## src/rtl/morse_pkg.sv

```systemverilog
// Shared types and Morse timing thresholds for the Morse key receiver.
package morse_pkg;

   typedef enum logic [1:0] {
      ST_IDLE  = 2'd0,
      ST_MARK  = 2'd1,
      ST_SPACE = 2'd2
   } state_e;

   localparam int unsigned UNIT_W           = 3;
   localparam int unsigned ELEM_W           = 3;
   localparam int unsigned DOT_DASH_UNITS   = 2;
   localparam int unsigned LETTER_GAP_UNITS = 3;
   localparam int unsigned MAX_MARK_UNITS   = 7;
   localparam int unsigned MAX_ELEMENTS     = 5;

endpackage

```

## src/rtl/btn_debounce.sv

```systemverilog
// Two-flop synchroniser and debouncer for the key input, with edge pulses
// that are aligned with the debounced level change.
module btn_debounce #(
   parameter int unsigned DEBOUNCE_CYCLES = 16000
) (
   input  logic CLK,
   input  logic RST,
   input  logic raw_i,
   output logic level_o,
   output logic rise_o,
   output logic fall_o
);

   localparam int unsigned CW = $clog2(DEBOUNCE_CYCLES + 1);

   logic          sync1_q, sync2_q;
   logic [CW-1:0] cnt_q, cnt_d;
   logic          level_q, level_d;
   logic          rise_q, rise_d;
   logic          fall_q, fall_d;

   // Count consecutive samples that disagree with the accepted level.
   always_comb begin
      cnt_d   = '0;
      level_d = level_q;
      rise_d  = 1'b0;
      fall_d  = 1'b0;
      if (sync2_q != level_q) begin
         if (cnt_q == CW'(DEBOUNCE_CYCLES - 1)) begin
            level_d = sync2_q;
            rise_d  = sync2_q;
            fall_d  = ~sync2_q;
         end else begin
            cnt_d = cnt_q + CW'(1);
         end
      end
   end

   always_ff @(posedge CLK) begin
      if (RST) begin
         sync1_q <= 1'b0;
         sync2_q <= 1'b0;
         cnt_q   <= '0;
         level_q <= 1'b0;
         rise_q  <= 1'b0;
         fall_q  <= 1'b0;
      end else begin
         sync1_q <= raw_i;
         sync2_q <= sync1_q;
         cnt_q   <= cnt_d;
         level_q <= level_d;
         rise_q  <= rise_d;
         fall_q  <= fall_d;
      end
   end

   assign level_o = level_q;
   assign rise_o  = rise_q;
   assign fall_o  = fall_q;

endmodule

```

## src/rtl/morse_rx.sv

```systemverilog
// Morse key receiver: times debounced marks and spaces in units and emits
// each decoded character as a length plus dot/dash bit pattern.
module morse_rx
   import morse_pkg::*;
#(
   parameter int unsigned UNIT_CYCLES     = 2097152,
   parameter int unsigned DEBOUNCE_CYCLES = 16000
) (
   input  logic       CLK,
   input  logic       RST,
   input  logic       BTN,
   output logic       SYM_VALID,
   output logic [2:0] SYM_LEN,
   output logic [4:0] SYM_BITS,
   output logic       ERR,
   output logic       LED
);

   localparam int unsigned PW = $clog2(UNIT_CYCLES + 1);

   logic              level, rise, fall;
   logic              edge_c, tick_c;
   logic [PW-1:0]     presc_q, presc_d;
   logic [UNIT_W-1:0] units_q, units_d;
   state_e            state_q, state_d;
   logic [4:0]        acc_bits_q, acc_bits_d;
   logic [ELEM_W-1:0] acc_cnt_q, acc_cnt_d;
   logic              drop_q, drop_d;
   logic              sym_valid_q, sym_valid_d;
   logic [2:0]        sym_len_q, sym_len_d;
   logic [4:0]        sym_bits_q, sym_bits_d;
   logic              err_q, err_d;
   logic              led_q;

   btn_debounce #(.DEBOUNCE_CYCLES(DEBOUNCE_CYCLES)) u_deb (
      .CLK     (CLK),
      .RST     (RST),
      .raw_i   (BTN),
      .level_o (level),
      .rise_o  (rise),
      .fall_o  (fall)
   );

   // An edge restarts unit timing and swallows a coincident tick.
   assign edge_c = rise | fall;
   assign tick_c = (presc_q == PW'(UNIT_CYCLES - 1)) && !edge_c;

   always_comb begin
      presc_d = presc_q + PW'(1);
      units_d = units_q;
      if (edge_c) begin
         presc_d = '0;
         units_d = '0;
      end else if (tick_c) begin
         presc_d = '0;
         if (units_q != UNIT_W'(MAX_MARK_UNITS)) units_d = units_q + UNIT_W'(1);
      end
   end

   always_ff @(posedge CLK) begin
      if (RST) state_q <= ST_IDLE;
      else     state_q <= state_d;
   end

   always_comb begin
      state_d = state_q;
      case (state_q)
         ST_IDLE:  if (rise) state_d = ST_MARK;
         ST_MARK: begin
            // An overlong mark has no following space worth timing.
            if (fall) state_d = (units_q == UNIT_W'(MAX_MARK_UNITS)) ? ST_IDLE : ST_SPACE;
         end
         ST_SPACE: begin
            if (rise) state_d = ST_MARK;
            else if (tick_c && units_q == UNIT_W'(LETTER_GAP_UNITS - 1)) state_d = ST_IDLE;
         end
         default:  state_d = ST_IDLE;
      endcase
   end

   always_comb begin
      acc_bits_d  = acc_bits_q;
      acc_cnt_d   = acc_cnt_q;
      drop_d      = drop_q;
      sym_valid_d = 1'b0;
      sym_len_d   = sym_len_q;
      sym_bits_d  = sym_bits_q;
      err_d       = 1'b0;
      case (state_q)
         ST_MARK: begin
            if (fall) begin
               if (units_q == UNIT_W'(MAX_MARK_UNITS)) begin
                  acc_bits_d = '0;
                  acc_cnt_d  = '0;
                  drop_d     = 1'b0;
               end else if (!drop_q) begin
                  if (acc_cnt_q == ELEM_W'(MAX_ELEMENTS)) begin
                     err_d      = 1'b1;
                     acc_bits_d = '0;
                     acc_cnt_d  = '0;
                     drop_d     = 1'b1;
                  end else begin
                     acc_bits_d[acc_cnt_q] = (units_q >= UNIT_W'(DOT_DASH_UNITS));
                     acc_cnt_d             = acc_cnt_q + ELEM_W'(1);
                  end
               end
            end else if (tick_c && units_q == UNIT_W'(MAX_MARK_UNITS - 1)) begin
               err_d = 1'b1;
            end
         end
         ST_SPACE: begin
            if (tick_c && units_q == UNIT_W'(LETTER_GAP_UNITS - 1)) begin
               if (!drop_q && acc_cnt_q != '0) begin
                  sym_valid_d = 1'b1;
                  sym_len_d   = acc_cnt_q;
                  sym_bits_d  = acc_bits_q;
               end
               acc_bits_d = '0;
               acc_cnt_d  = '0;
               drop_d     = 1'b0;
            end
         end
         default: ;
      endcase
   end

   always_ff @(posedge CLK) begin
      if (RST) begin
         presc_q     <= '0;
         units_q     <= '0;
         acc_bits_q  <= '0;
         acc_cnt_q   <= '0;
         drop_q      <= 1'b0;
         sym_valid_q <= 1'b0;
         sym_len_q   <= '0;
         sym_bits_q  <= '0;
         err_q       <= 1'b0;
         led_q       <= 1'b0;
      end else begin
         presc_q     <= presc_d;
         units_q     <= units_d;
         acc_bits_q  <= acc_bits_d;
         acc_cnt_q   <= acc_cnt_d;
         drop_q      <= drop_d;
         sym_valid_q <= sym_valid_d;
         sym_len_q   <= sym_len_d;
         sym_bits_q  <= sym_bits_d;
         err_q       <= err_d;
         led_q       <= level;
      end
   end

   assign SYM_VALID = sym_valid_q;
   assign SYM_LEN   = sym_len_q;
   assign SYM_BITS  = sym_bits_q;
   assign ERR       = err_q;
   assign LED       = led_q;

endmodule

```

## config.mk

```make
export PLATFORM = sky130hd
export DESIGN_NAME = morse_rx
export DESIGN_NICKNAME = d
export VERILOG_FILES = /design/src/rtl/morse_pkg.sv /design/src/rtl/btn_debounce.sv /design/src/rtl/morse_rx.sv
export SDC_FILE = /design/constraint.sdc
export NUM_CORES = 1
export LEC_CHECK = 0
export BUFFER_PORTS_ARGS = -buffer_cell sky130_fd_sc_hd__buf_2
export CAP_MARGIN = 0
export CORE_ASPECT_RATIO = 1.4
export CORE_MARGIN = 1
export CORE_UTILIZATION = 36
export CTS_BUF_LIST = sky130_fd_sc_hd__clkbuf_4 sky130_fd_sc_hd__clkbuf_8
export CTS_CLUSTER_SIZE = 16
export DETAILED_ROUTE_END_ITERATION = 7
export GPL_TIMING_DRIVEN = 0
export SYNTH_ARGS = -nofsm -noshare
export SYNTH_HDL_FRONTEND = slang
export SYNTH_SLANG_ARGS = --single-unit
export TNS_END_PERCENT = 100
```

## constraint.sdc

```tcl
create_clock -name CLK -period 2.1 [get_ports CLK]
set_input_delay 0.105 -clock CLK [delete_from_list [all_inputs] [get_ports CLK]]
set_output_delay 0.105 -clock CLK [all_outputs]
set_load 0.02 [all_outputs]
```

== Yosys cells after proc, flatten, opt, wreduce, memory -nomap -nowiden ==
Cells that the tools add are included.
W data, S select, Z words.
Operators by class
  add/subtract/negate cells: 4
  order comparisons: 3
  equal/unequal tests: 15
  muxes and demuxes: 32
  bitwise gates (word level): 7
  reductions and logical operators: 22
Operators by type and width (count)
  $mux W5: 5
  $add A22 B1 Y22 const B: 1
  $eq A22 B21 Y1 const B: 1
  $mux W3: 5
  $add A14 B1 Y14 const B: 1
  $eq A14 B14 Y1 const B: 1
  $reduce_or A3 Y1: 4
  $mux W1: 11
  $mux W2: 5
  $pmux W5 S2: 1
  $eq A3 B3 Y1 const B: 3
  $reduce_and A3 Y1: 3
  $add A3 B1 Y3 const B: 2
  $ne A3 B3 Y1 const B: 2
  $not A1 Y1: 6
  $pmux W2 S3: 1
  $pmux W3 S2: 1
  $bwmux W5: 1
  $logic_and A1 B1 Y1: 5
  $lt A3 B4 Y1 const B: 1
  $ne A2 B1 Y1 const B: 2
  $reduce_and A2 Y1: 2
  $reduce_and A4 Y1: 1
  $reduce_or A2 Y1: 2
  other kinds (15): 16
Word-level totals
  flip-flop bits (word level): 66
  output and inout bits: 11
  logic and storage cells: 100

== Logic depth before layout (Yosys ltp) ==
Gate-level depths: netlist of the first run.
  depth after elaboration: 10
  mapped depth: 8

== Modules after synthesis ==
From an unflattened synthesis of the first run, not the netlist that was laid out.
Second synthesis, totals
  cell total of the unflattened synthesis: 320
  area total of the unflattened synthesis: 2909.0 um2
Modules (own cells, without submodules)
  morse_rx: instances 1, cells each 238, area each 2108.3 um2, sequential area each 940.9 um2
  btn_debounce: instances 1, cells each 82, area each 800.8 um2, sequential area each 380.4 um2

== Least setup slack after synthesis of the first run ==
OpenSTA, ideal clock, no wires.
  path type: register to register
  start point: register units_q[1]
  end point: register acc_cnt_q[1]
  library setup time: 0.078 ns
  arrival time: 1.625 ns
  data required time: 2.022 ns
  setup slack: 0.397 ns
  stages on the path, launching flop included: 9
  path buffers: 1
  period minus slack after synthesis: 1.703 ns
  cell sequence: dfxtp_1 > ha_1 > ha_1 > inv_1 > a21o_1 > buf_2 > nor4_1 > a211oi_1 > nor3_1
Between the ends
  word-level cells in the longest chain between the ends: 4
  elaborated cells on any way between the ends: 9
  classes of those cells: 4 x eq/ne; 3 x mux; 2 x reduce/logical
Ends and longest elaborated chain
  start, declared: line morse_rx.sv:24  | logic [UNIT_W-1:0] units_q, units_d;
  start signal, assigned: line morse_rx.sv:141  | units_q <= units_d;
  $eq A3 B3 Y1 / $eq A3 B2 Y1 (equally long branches): line morse_rx.sv:92, morse_rx.sv:112
  $mux W3 / $logic_and A1 B1 Y1 (equally long branches): line morse_rx.sv:92, morse_rx.sv:112
  $mux W3 / $ne A2 B2 Y1 (equally long branches)
  $pmux W3 S2 / $reduce_and A4 Y1 (equally long branches)
  end signal, assigned: line morse_rx.sv:143  | acc_cnt_q <= acc_cnt_d;
  end, declared: line morse_rx.sv:27  | logic [ELEM_W-1:0] acc_cnt_q, acc_cnt_d;
Parallel ways exist; a longest one is shown, timed or not. The select of a mux whose other input is x is not followed.
A chain may end at the register's enable or synchronous reset.

== Worst setup path in the final report of the first run ==
  start point: register presc_q[0]
  end point: register sym_bits_q[2] (netlist: SYM_BITS[2])
Between the ends
  word-level cells in the longest chain between the ends: 4
Ends and longest elaborated chain
  start, declared: line morse_rx.sv:23  | logic [PW-1:0] presc_q, presc_d;
  start signal, assigned: line morse_rx.sv:140  | presc_q <= presc_d;
  $eq A22 B21 Y1: line morse_rx.sv:46  | assign tick_c = (presc_q == PW'(UNIT_CYCLES - 1)) && !edge_c;
  $logic_and A1 B1 Y1: line morse_rx.sv:46
  $logic_and A1 B1 Y1: line morse_rx.sv:112  | if (tick_c && units_q == UNIT_W'(LETTER_GAP_UNITS - 1)) begin
  $reduce_and A3 Y1 (no line)
  end signal, assigned: line morse_rx.sv:147  | sym_bits_q <= sym_bits_d;
  end, declared: line morse_rx.sv:31  | logic [4:0] sym_bits_q, sym_bits_d;
Every way passes these cells.

==> results of run 1 <==
==> sequential cells by signal, summed over array words and instances, names as in the netlist, 2 cells and up <==
register / cells
state_q: 2
units_q: 3
presc_q: 22
acc_bits_q: 5
acc_cnt_q: 3
u_deb.cnt_q: 14
SYM_BITS: 5
SYM_LEN: 3
==> critical path, stage by stage, from the launching register on <==
cell,delay [ns]
dfxtp_1,0.37
ha_1,0.21
nand3_1,0.22
nor4_4,0.36
nand4_1,0.14
buf_2,0.23
mux2i_1,0.18
nor2_1,0.05
==> layout make-up <==
type / instances / area, um2 / area share, %
Buffer: 13 / 57.56 / 1.703
Timing Repair Buffer: 13 / 70.07 / 2.073
Clock inverter: 7 / 100.1 / 2.962
Sequential cell: 66 / 1323 / 39.13
Multi-Input combinational cell: 243 / 1554 / 45.98
Clock buffer: 9 / 123.9 / 3.665
Tap cell: 100 / 125.1 / 3.702
Inverter: 7 / 26.28 / 0.7775
==> per-stage QoR <==
| stage | util (%) | hold WS (ns) | std cells |
|---|---|---|---|
| final | 43.08 | 0.1419 | 458 |
| after detailed placement | 39.82 | 0.3517 | 442 |
| after global routing | 43.08 | 0.1560 | 458 |
| after CTS | 42.81 | 0.1394 | 459 |
| after global placement | 39.82 | 0.3468 | 442 |
| after floorplan | - | 0.2332 | 330 |
==> how the worst min path moves through the flow <==
stage	start	slack, ns	endpoint	depth (start not counted)
after floorplan	BTN	0.23	u_deb.sync1_q	1
after global placement	BTN	0.35	u_deb.sync1_q	2
after detailed placement	BTN	0.35	u_deb.sync1_q	2
after CTS	RST	0.14	u_deb.sync2_q	2
after global routing	RST	0.16	u_deb.sync1_q	2
final	RST	0.14	u_deb.sync1_q	2
==> where the power goes <==
group          leakage (nW)  switching (mW)  internal [mW]  total [mW]
Combinational         0.660          0.0266         0.0155      0.0421
Clock                 0.114           0.512          0.678        1.19
Sequential            0.533         0.00750           1.26        1.27
==> what timing repair did <==
item,in CTS,in global routing
setup buffers,0,0
gates resized for setup,0,5
hold endpoints to repair,1,0
endpoints found under the setup margin,0,15
hold buffers,1,0
==> cells by family (layout without fill, tap and decap cells) <==
logic type / count (synthesis) / in the layout / synth area share, %
and+or+nand+nor: 170 / 170 / 30.31
AOI/OAI and AO/OA: 23 / 23 / 5.747
muxes: 11 / 11 / 3.746
buffers and inverters: 21 / 49 / 2.980
xor gates and xnor gates: 34 / 34 / 10.13
adders and majority gates: 5 / 5 / 2.129
DFF: 66 / 66 / 44.96
==> layer usage <==
layer / vias up / GRT usage (%) / share of wire (%)
met5: - / 0 / 0
met4: 0 / 7.804 / 2.5
met3: 13 / 4.770 / 3.0
met2: 28 / 25.19 / 50
met1: 1043 / 14.98 / 45
li1: 1183 / - / -
==> placed cells by master (no fill, tap or decap), drive strengths merged, types with 11 or more instances in the layout <==
cell / instances
dfxtp: 66
xnor2: 12
mux2i: 11
nor3: 13
nor2: 76
nand2: 14
nand3: 17
clkbuf: 17
xor2: 22
buf: 17
==> key figures, run 1 <==
Die
  – Initial Util: 37.46%
  – Chip Height: 108.9 um
  – I/O pin cnt: 14
  – Die width: 78.37 um
  – Area of the core: 0.007845 mm2
  – DIE AREA: 0.008535 mm2
  – Row count: 38

Worst setup path
  – Crit path DAT: 2.11 ns
  – Crit start category: flop
  – Setup CP Type: reg2reg
  – Worst r2r path cells: 7
  – RR Startpoint: presc_q[0]
  – CP Data Required Time: 2.33 ns
  – CP max FO: 9
  – R2r endpoint: SYM_BITS[2]
  – Critical path endpoint: SYM_BITS[2]
  – CP Capture Type: flop
  – Reg2reg setup slack: 0.22 ns
  – Worst Setup SP: presc_q[0]

CTS
  – CTS clk-pin slew, worst paths: 0.08 ns
  – CTS H-tree depth: 3
  – Insertion delay to the later sink of the worst-skew pair: 0.35 ns
  – CTS tree: built
  – TritonCTS Buffers: 9
  – Clock buffer depth: 2
  – Clock Sinks: 66
  – Clock Tree Root: clkbuf_8

Routing
  – Routed WL: 5333 um
  – Vias post-DR: 2,267
  – DRC: 0
  – Drt initial violations: 61
  – First-pass detailed-route iteration total: 4
  – Antenna viol nets, final: 0
  – WL per Instance: 11.64 um
  – Vias per cell: 4.950

Logic synthesis
  – Seq cells post-synth: 66
  – Top_reg_cell synth: dfxtp_1
  – Sequential fraction of the synthesis area: 44.96%
  – Async SR Flop Fraction: 0%
  – Yosys cell types: 43
  – Yosys top cell area share: 44.96%
  – Most common cell in the synthesized netlist: nor2_1
  – Net Count, Synth: 338
  – Ranking of synthesized cells by area: dfxtp_1 45%, nor2_1 9.7%, xor2_1 6.6%
  – Post-synth EDFFs: 0
  – Mapped cell area: 0.002939 mm2
  – Post-synthesis cell count: 330
  – Area leader, netlist: dfxtp_1
  – Commonest cells in the netlist: 76 x nor2_1, 66 x dfxtp_1, 22 x xor2_1, 16 x nand3_1, 14 x nand2_1
  – Syn. warnings: 0
  – Mean Syn Cell Area: 8.906 um2

Timing
  – Pins over their slew limit: 0
  – Period Utilization, post-route: 89.68%
  – Minimum clock period: 1.883 ns
  – Final-report hold violation count: 0
  – Final clock skew: 0.01048 ns
  – Slew headroom: 66.13%
  – Setup tns final: 0 ns
  – Setup ws final: 0.2167 ns
  – Achievable Freq: 531.0 MHz
  – Final setup fails: 0
  – Measured slew at the worst slew-check pin: 0.5038 ns
  – Unrepaired setup endpoints after global routing: no

Placed design
  – Cell Area, Placed: 0.003124 mm2
  – GPL Wtd Cong: 0.8214
  – Port bufs: 12
  – Pre-CTS setup slack: 0.1213 ns
  – DP Wirelength: 3893 um

Power
  – Leak: 1.307 nW
  – Pwr dens: 739.5 mW/mm2
  – Total power: 2.499 mW
  – Worst ir drop on vdd: 301.0 uV

Global route
  – Number of global-route vias before repair: 2,177
  – Largest net degree at the start of global routing: 14
  – Initial antenna violation count: 0
  – GR Util All Layers: 14.32%
  – Global-route wire length before repair: 9466 um
  – Total congestion overflow: 0

Final layout
  – Design area: 0.003379 mm2
  – N_diodes: 0
  – Layout cells sized above 1: 12.57%
  – Fill cells: 808
  – Synth-to-layout area growth: 14.99%
  – Post-layout nets: 361

Worst hold path
  – Min-delay worst type: in2reg

Run
  – Max-cap viol count: 0

Status
  – Status: complete, no violations
No activity file was read; power rests on OpenSTA's default activity.
==> inputs of run 2 (changes only) <==
--- a/config.mk
+++ b/config.mk
@@ -14,6 +14,7 @@
 export CTS_CLUSTER_SIZE = 16
 export DETAILED_ROUTE_END_ITERATION = 7
 export GPL_TIMING_DRIVEN = 0
+export REMOVE_ABC_BUFFERS = 1
 export SYNTH_ARGS = -nofsm -noshare
 export SYNTH_HDL_FRONTEND = slang
 export SYNTH_SLANG_ARGS = --single-unit
==> run 2 against run 1 <==
Effect of this change:
- combinational power is 9.0% lower
- clock power is 4% lower
- register-to-register slack hardly changed
- highest routed layer unchanged
- cell count is 2.4% lower
- sequential cell count stayed put
- core utilization is 0.65 points lower
- non-clock buffer count is 11 lower
- maximum frequency is 0.49% lower
- sequential power hardly changed
- die area stayed put
- design area is 1.5% lower
- critical endpoint is now acc_cnt_q[1]
- first-iteration DRC count is 120% higher
==> key figures, run 2 (synthesis results as in run 1) <==
Worst setup path
  – Crit start category: flop
  – Slowest-stage cell, CP: dfxtp_1
  – CP cell instances: ha_1 -> ha_1 -> inv_1 -> a21o_1 -> nor4_2 -> a211oi_1 -> nor3_1
  – CP max FO: 10
  – Worst r2r path cells: 7
  – Crit path DAT: 2.17 ns
  – R2r endpoint: acc_cnt_q[1]
  – Crit-path max cell delay: 0.42 ns
  – Reg2reg setup slack: 0.21 ns
  – Setup CP Type: reg2reg
  – RR Startpoint: units_q[1]
  – CP Capture Type: flop
  – Cell with the most instances on the worst path: ha_1
  – CP Data Required Time: 2.37 ns

Worst hold path
  – Min-delay worst type: in2reg
  – Hold Path Depth: 2
  – Hold path startpoint: RST
  – Hold EP: state_q[0]

Power
  – Worst ir drop on vdd: 357.5 uV
  – Leak: 1.282 nW
  – Pwr dens: 736.0 mW/mm2

Final layout
  – Fin cells: 447
  – Commonest cells after routing, fill and taps aside: 76 x nor2_1, 66 x dfxtp_1, 22 x xor2_1
  – Post-layout nets: 350
  – N_diodes: 0
  – Max FFs per register: 22
  – Reg with most FFs: presc_q
  – Layout cells sized above 1: 11.82%
  – Biggest regs: presc_q: 22 flops, u_deb.cnt_q: 14 flops
  – Synth-to-layout area growth: 13.24%
  – Design area: 0.003328 mm2
  – Leading cell type in the layout, fill and taps excluded: nor2_1

Global route
  – GR Util All Layers: 14.44%
  – Initial antenna violation count: 0
  – Largest net degree at the start of global routing: 29
  – Global-route wire length before repair: 9473 um
  – Total congestion overflow: 0
  – Number of global-route vias before repair: 2,070

Timing
  – Unrepaired setup endpoints after global routing: yes
  – Setup ws final: 0.2075 ns
  – Achievable Freq: 528.4 MHz
  – Final setup fails: 0
  – Slew headroom: 66.60%
  – Pins over their slew limit: 0
  – Measured slew at the worst slew-check pin: 0.5010 ns
  – Period Utilization, post-route: 90.12%
  – Minimum clock period: 1.893 ns
  – Final-report hold violation count: 0
  – Final clock skew: 0.01193 ns
  – Setup tns final: 0 ns

Routing
  – WL per Instance: 12.09 um
  – Routed WL: 5403 um
  – DRC: 0
  – Vias per cell: 4.998
  – First-pass detailed-route iteration total: 4
  – Drt initial violations: 132
  – Vias post-DR: 2,234
  – Antenna viol nets, final: 0

Placed design
  – Placed cells: 429
  – DP Wirelength: 3736 um
  – Cell Area, Placed: 0.003068 mm2
  – Pre-CTS setup slack: -0.1689 ns
  – Port bufs: 13
  – GPL Wtd Cong: 0.8195

Die
  – Chip Height: 108.9 um
  – Die width: 78.37 um
  – Area of the core: 0.007845 mm2
  – Initial Util: 37.46%
  – Row count: 38
  – DIE AREA: 0.008535 mm2
  – I/O pin cnt: 14

CTS
  – Insertion delay to the later sink of the worst-skew pair: 0.34 ns
  – CTS clk-pin slew, worst paths: 0.08 ns
  – Clock buffer depth: 2
  – Clock Sinks: 66
  – Clock Tree Root: clkbuf_8
  – CTS tree: built
  – TritonCTS Buffers: 9
  – CTS H-tree depth: 3

Run
  – Max-cap viol count: 0

Status
  – Status: complete, no violations
run 2: cell types whose count changed in the layout (fill, tap and decap cells not counted), sizes merged:
cell,before,now
buf,17,14
bufinv,2,1
clkbuf,17,13
clkinv,3,1
clkinvlp,0,1
inv,9,7
run 2: routing by layer:
metal | routed length, um | vias to the layer above | GRT usage [%] | part of all wire [%]
met5 | 0 | - | 0 | 0
met4 | 58 | 0 | 9.921 | 1.1
met3 | 160 | 4 | 3.766 | 3.0
met2 | 2804 | 30 | 24.06 | 52
met1 | 2380 | 1040 | 16.06 | 44
li1 | - | 1160 | - | -
run 2: how the worst max path moves through the flow:
stage | start | endpoint | slack [ns] | cells past startpoint
after CTS | presc_q[0] | units_q[2] | 0.1 | 6
after global routing | units_q[1] | acc_cnt_q[2] | -0.03 | 7
after detailed placement | presc_q[0] | SYM_BITS[3] | -0.17 | 6
after global placement | presc_q[0] | SYM_BITS[1] | -0.12 | 6
after floorplan | presc_q[0] | SYM_BITS[0] | 0.23 | 6
final | units_q[1] | acc_cnt_q[1] | 0.21 | 7
run 2: power by group:
group          internal (mW)  switching [mW]
logic                 0.0135          0.0248
clock network          0.661           0.483
registers               1.26         0.00705
run 2: area by class of cell:
cell class	instances	area [um2]
clock buffer	13	172.7
clock inverter	3	46.29
fill	788	4517
inverter	7	26.28
multi-input combinational	243	1554
sequential	66	1321
tap	100	125.1
timing repair buffer	15	82.58
run 2: stage by stage:
stage                     utilization, %  hold WS [ns]  total power, mW
after floorplan                        -        0.1760            1.317
final                              42.42        0.2180            2.449
after global placement             39.11        0.3144            1.333
after CTS                          42.12        0.1973            2.495
after detailed placement           39.11        0.3232            1.334
after global routing               42.42        0.2361            2.555
run 2: timing repair:
item / 4_1_cts / 5_1_grt
gates resized for setup: 0 / 4
buffers inserted: 1 / 0
hold buffers: 1 / 0
pin swaps: 1 / 0
hold endpoints to repair: 1 / 0
endpoints found under the setup margin: 8 / 9
run 2: worst max-delay path, delay by kind of cell (launching register included):
family	cells	cell delay, ns
compound gates	2	0.38
fa+ha+maj	2	0.42
buf+inv	1	0.11
flops	1	0.42
simple gates	2	0.49
==> inputs of run 3 (changes only) <==
--- a/config.mk
+++ b/config.mk
@@ -14,6 +14,7 @@
 export CTS_CLUSTER_SIZE = 16
 export DETAILED_ROUTE_END_ITERATION = 7
 export GPL_TIMING_DRIVEN = 0
+export RECOVER_POWER = 50
 export REMOVE_ABC_BUFFERS = 1
 export SYNTH_ARGS = -nofsm -noshare
 export SYNTH_HDL_FRONTEND = slang
==> run 3 against run 2 <==
Effect of this change:
- non-clock buffer count stayed put
- power is 0.24% higher
- sequential power hardly changed
- first-iteration DRC count is 1.5% higher
- count of clock-buffer cells in the layout stayed put
- core utilization is 0.21 points lower
- wire length is 0.31% higher
- combinational power hardly changed
- global-route usage stayed put
- hold slack worse by 0.012 ns
- critical endpoint unchanged
- largest cell class unchanged
==> key figures, run 3 (synthesis results as in run 1) <==
Status
  – Status: complete, no violations

Worst setup path
  – CP Capture Type: flop
  – Crit path DAT: 2.18 ns
  – Setup CP Type: reg2reg
  – Crit start category: flop
  – Worst r2r path cells: 7
  – CP Data Required Time: 2.38 ns
  – CP max FO: 10

Power
  – Worst ir drop on vdd: 357.5 uV
  – Pwr dens: 741.4 mW/mm2
  – Switch share: 21.20%
  – Sw power: 0.5206 mW
  – Clock network power share: 46.8%
  – Int Power: 1.935 mW
  – Leak: 1.232 nW
  – Logic pwr share: 1.6%
  – Seq pwr share: 51.6%

Placed design
  – Cell Area, Placed: 0.003068 mm2
  – Placed cells: 429
  – DP Wirelength: 3736 um
  – GPL Wtd Cong: 0.8195
  – Port bufs: 13

Timing
  – Unrepaired setup endpoints after global routing: yes
  – Measured slew at the worst slew-check pin: 0.4936 ns
  – Final-report hold violation count: 0
  – Hold slack: 0.2064 ns
  – Final setup fails: 0
  – Setup tns final: 0 ns
  – Minimum clock period: 1.896 ns
  – Final clock skew: 0.01659 ns
  – Period Utilization, post-route: 90.28%
  – Slew headroom: 67.09%
  – Achievable Freq: 527.5 MHz
  – Pins over their slew limit: 0

Final layout
  – Biggest regs: presc_q: 22 flops, u_deb.cnt_q: 14 flops
  – Util after Layout: 42.22%
  – Layout cells sized above 1: 8.646%
  – Post-layout nets: 350
  – Synth-to-layout area growth: 12.69%
  – N_diodes: 0
  – Fill cells: 795
  – Fin cells: 447
  – Design area: 0.003312 mm2
  – Leading cell type in the layout, fill and taps excluded: nor2_1
  – Reg with most FFs: presc_q
  – Max FFs per register: 22
  – Commonest cells after routing, fill and taps aside: 76 x nor2_1, 66 x dfxtp_1, 22 x xor2_1

Routing
  – First-pass detailed-route iteration total: 4
  – Vias post-DR: 2,258
  – Vias per cell: 5.051
  – Antenna viol nets, final: 0
  – Drt initial violations: 134
  – WL per Instance: 12.13 um
  – DRC: 0
  – Routed WL: 5420 um

Global route
  – Initial antenna violation count: 0
  – Met3 Usage GRT: 3.766%
  – Grt peak-use layer: met2
  – Number of global-route vias before repair: 2,070
  – GR Util met2: 24.06%
  – Total congestion overflow: 0
  – Largest net degree at the start of global routing: 29
  – GR Util All Layers: 14.44%
  – Met1 Use GR: 16.06%
  – Global-route wire length before repair: 9473 um

CTS
  – Clock Sinks: 66
  – TritonCTS Buffers: 9
  – CTS clk-pin slew, worst paths: 0.08 ns
  – CTS tree: built
  – CTS H-tree depth: 3
  – Insertion delay to the later sink of the worst-skew pair: 0.35 ns
  – Clock buffer depth: 2
  – Clock Tree Root: clkbuf_8

Die
  – I/O pin cnt: 14
  – Initial Util: 37.46%
  – Row count: 38
  – Area of the core: 0.007845 mm2
  – Chip Height: 108.9 um
  – Die width: 78.37 um
  – DIE AREA: 0.008535 mm2

Run
  – Max-cap viol count: 0

Worst hold path
  – Hold Path Depth: 2
  – Min-delay worst type: in2reg
==> run 3: cell types whose count changed in the layout (fill, tap and decap cells not counted) <==
cell | previous run | this run
buf_4 | 1 | 0
clkbuf_1 | 0 | 11
buf_2 | 13 | 3
==> run 3: final timing paths <==
path,start,to,slack [ns]
setup / recovery,units_q[1],acc_cnt_q[1],0.20
hold / removal,RST,SYM_LEN[1],0.21
setup reg to reg,units_q[1],acc_cnt_q[1],0.20
hold reg to reg,u_deb.sync1_q,u_deb.sync2_q,0.44
==> run 3: critical path, stage by stage, from the launching register on <==
cell      delay (ns)
dfxtp_1         0.42
ha_1            0.19
ha_1            0.23
inv_1           0.11
a21o_1          0.32
nor4_2          0.33
a211oi_1        0.07
nor3_1          0.16
==> run 3: per-layer routing <==
layer / routed length [um] / share of wire, %
met1: 2448 / 45
met2: 2734 / 50
met3: 127 / 2.3
met4: 110 / 2.0
met5: 0 / 0
==> run 3: cell type report <==
cell class / count / area [um2] / area share (%)
sequential: 66 / 1321 / 39.89
clock inverter: 3 / 46.29 / 1.398
timing repair buffer: 15 / 66.31 / 2.002
clock buffer: 13 / 172.7 / 5.213
tap: 100 / 125.1 / 3.778
inverter: 7 / 26.28 / 0.7934
multi-input combinational: 243 / 1554 / 46.92
==> run 3: what timing repair did <==
| action | CTS | global route |
|---|---|---|
| pin swaps | 1 | 0 |
| endpoints found under the hold margin | 1 | 0 |
| endpoints found under the setup margin | 8 | 9 |
| hold buffers | 1 | 0 |
| buffers inserted | 1 | 0 |
| gates resized for setup | 0 | 4 |
==> run 3: power by group through the flow <==
stage                     clock network, mW  logic (mW)  registers (mW)
after floorplan                           0      0.0229            1.29
after global placement                    0      0.0376            1.30
after detailed placement                  0      0.0379            1.30
after CTS                              1.19      0.0396            1.27
after global routing                   1.24      0.0459            1.27
final                                  1.15      0.0383            1.27
==> run 3: metrics by stage <==
stage	power, mW	setup WS, ns
2_1_floorplan	1.317	0.2322
3_3_place_gp	1.333	-0.1151
5_1_grt	2.555	-0.02956
6_report	2.455	0.2041
4_1_cts	2.495	0.09587
3_5_place_dp	1.334	-0.1689
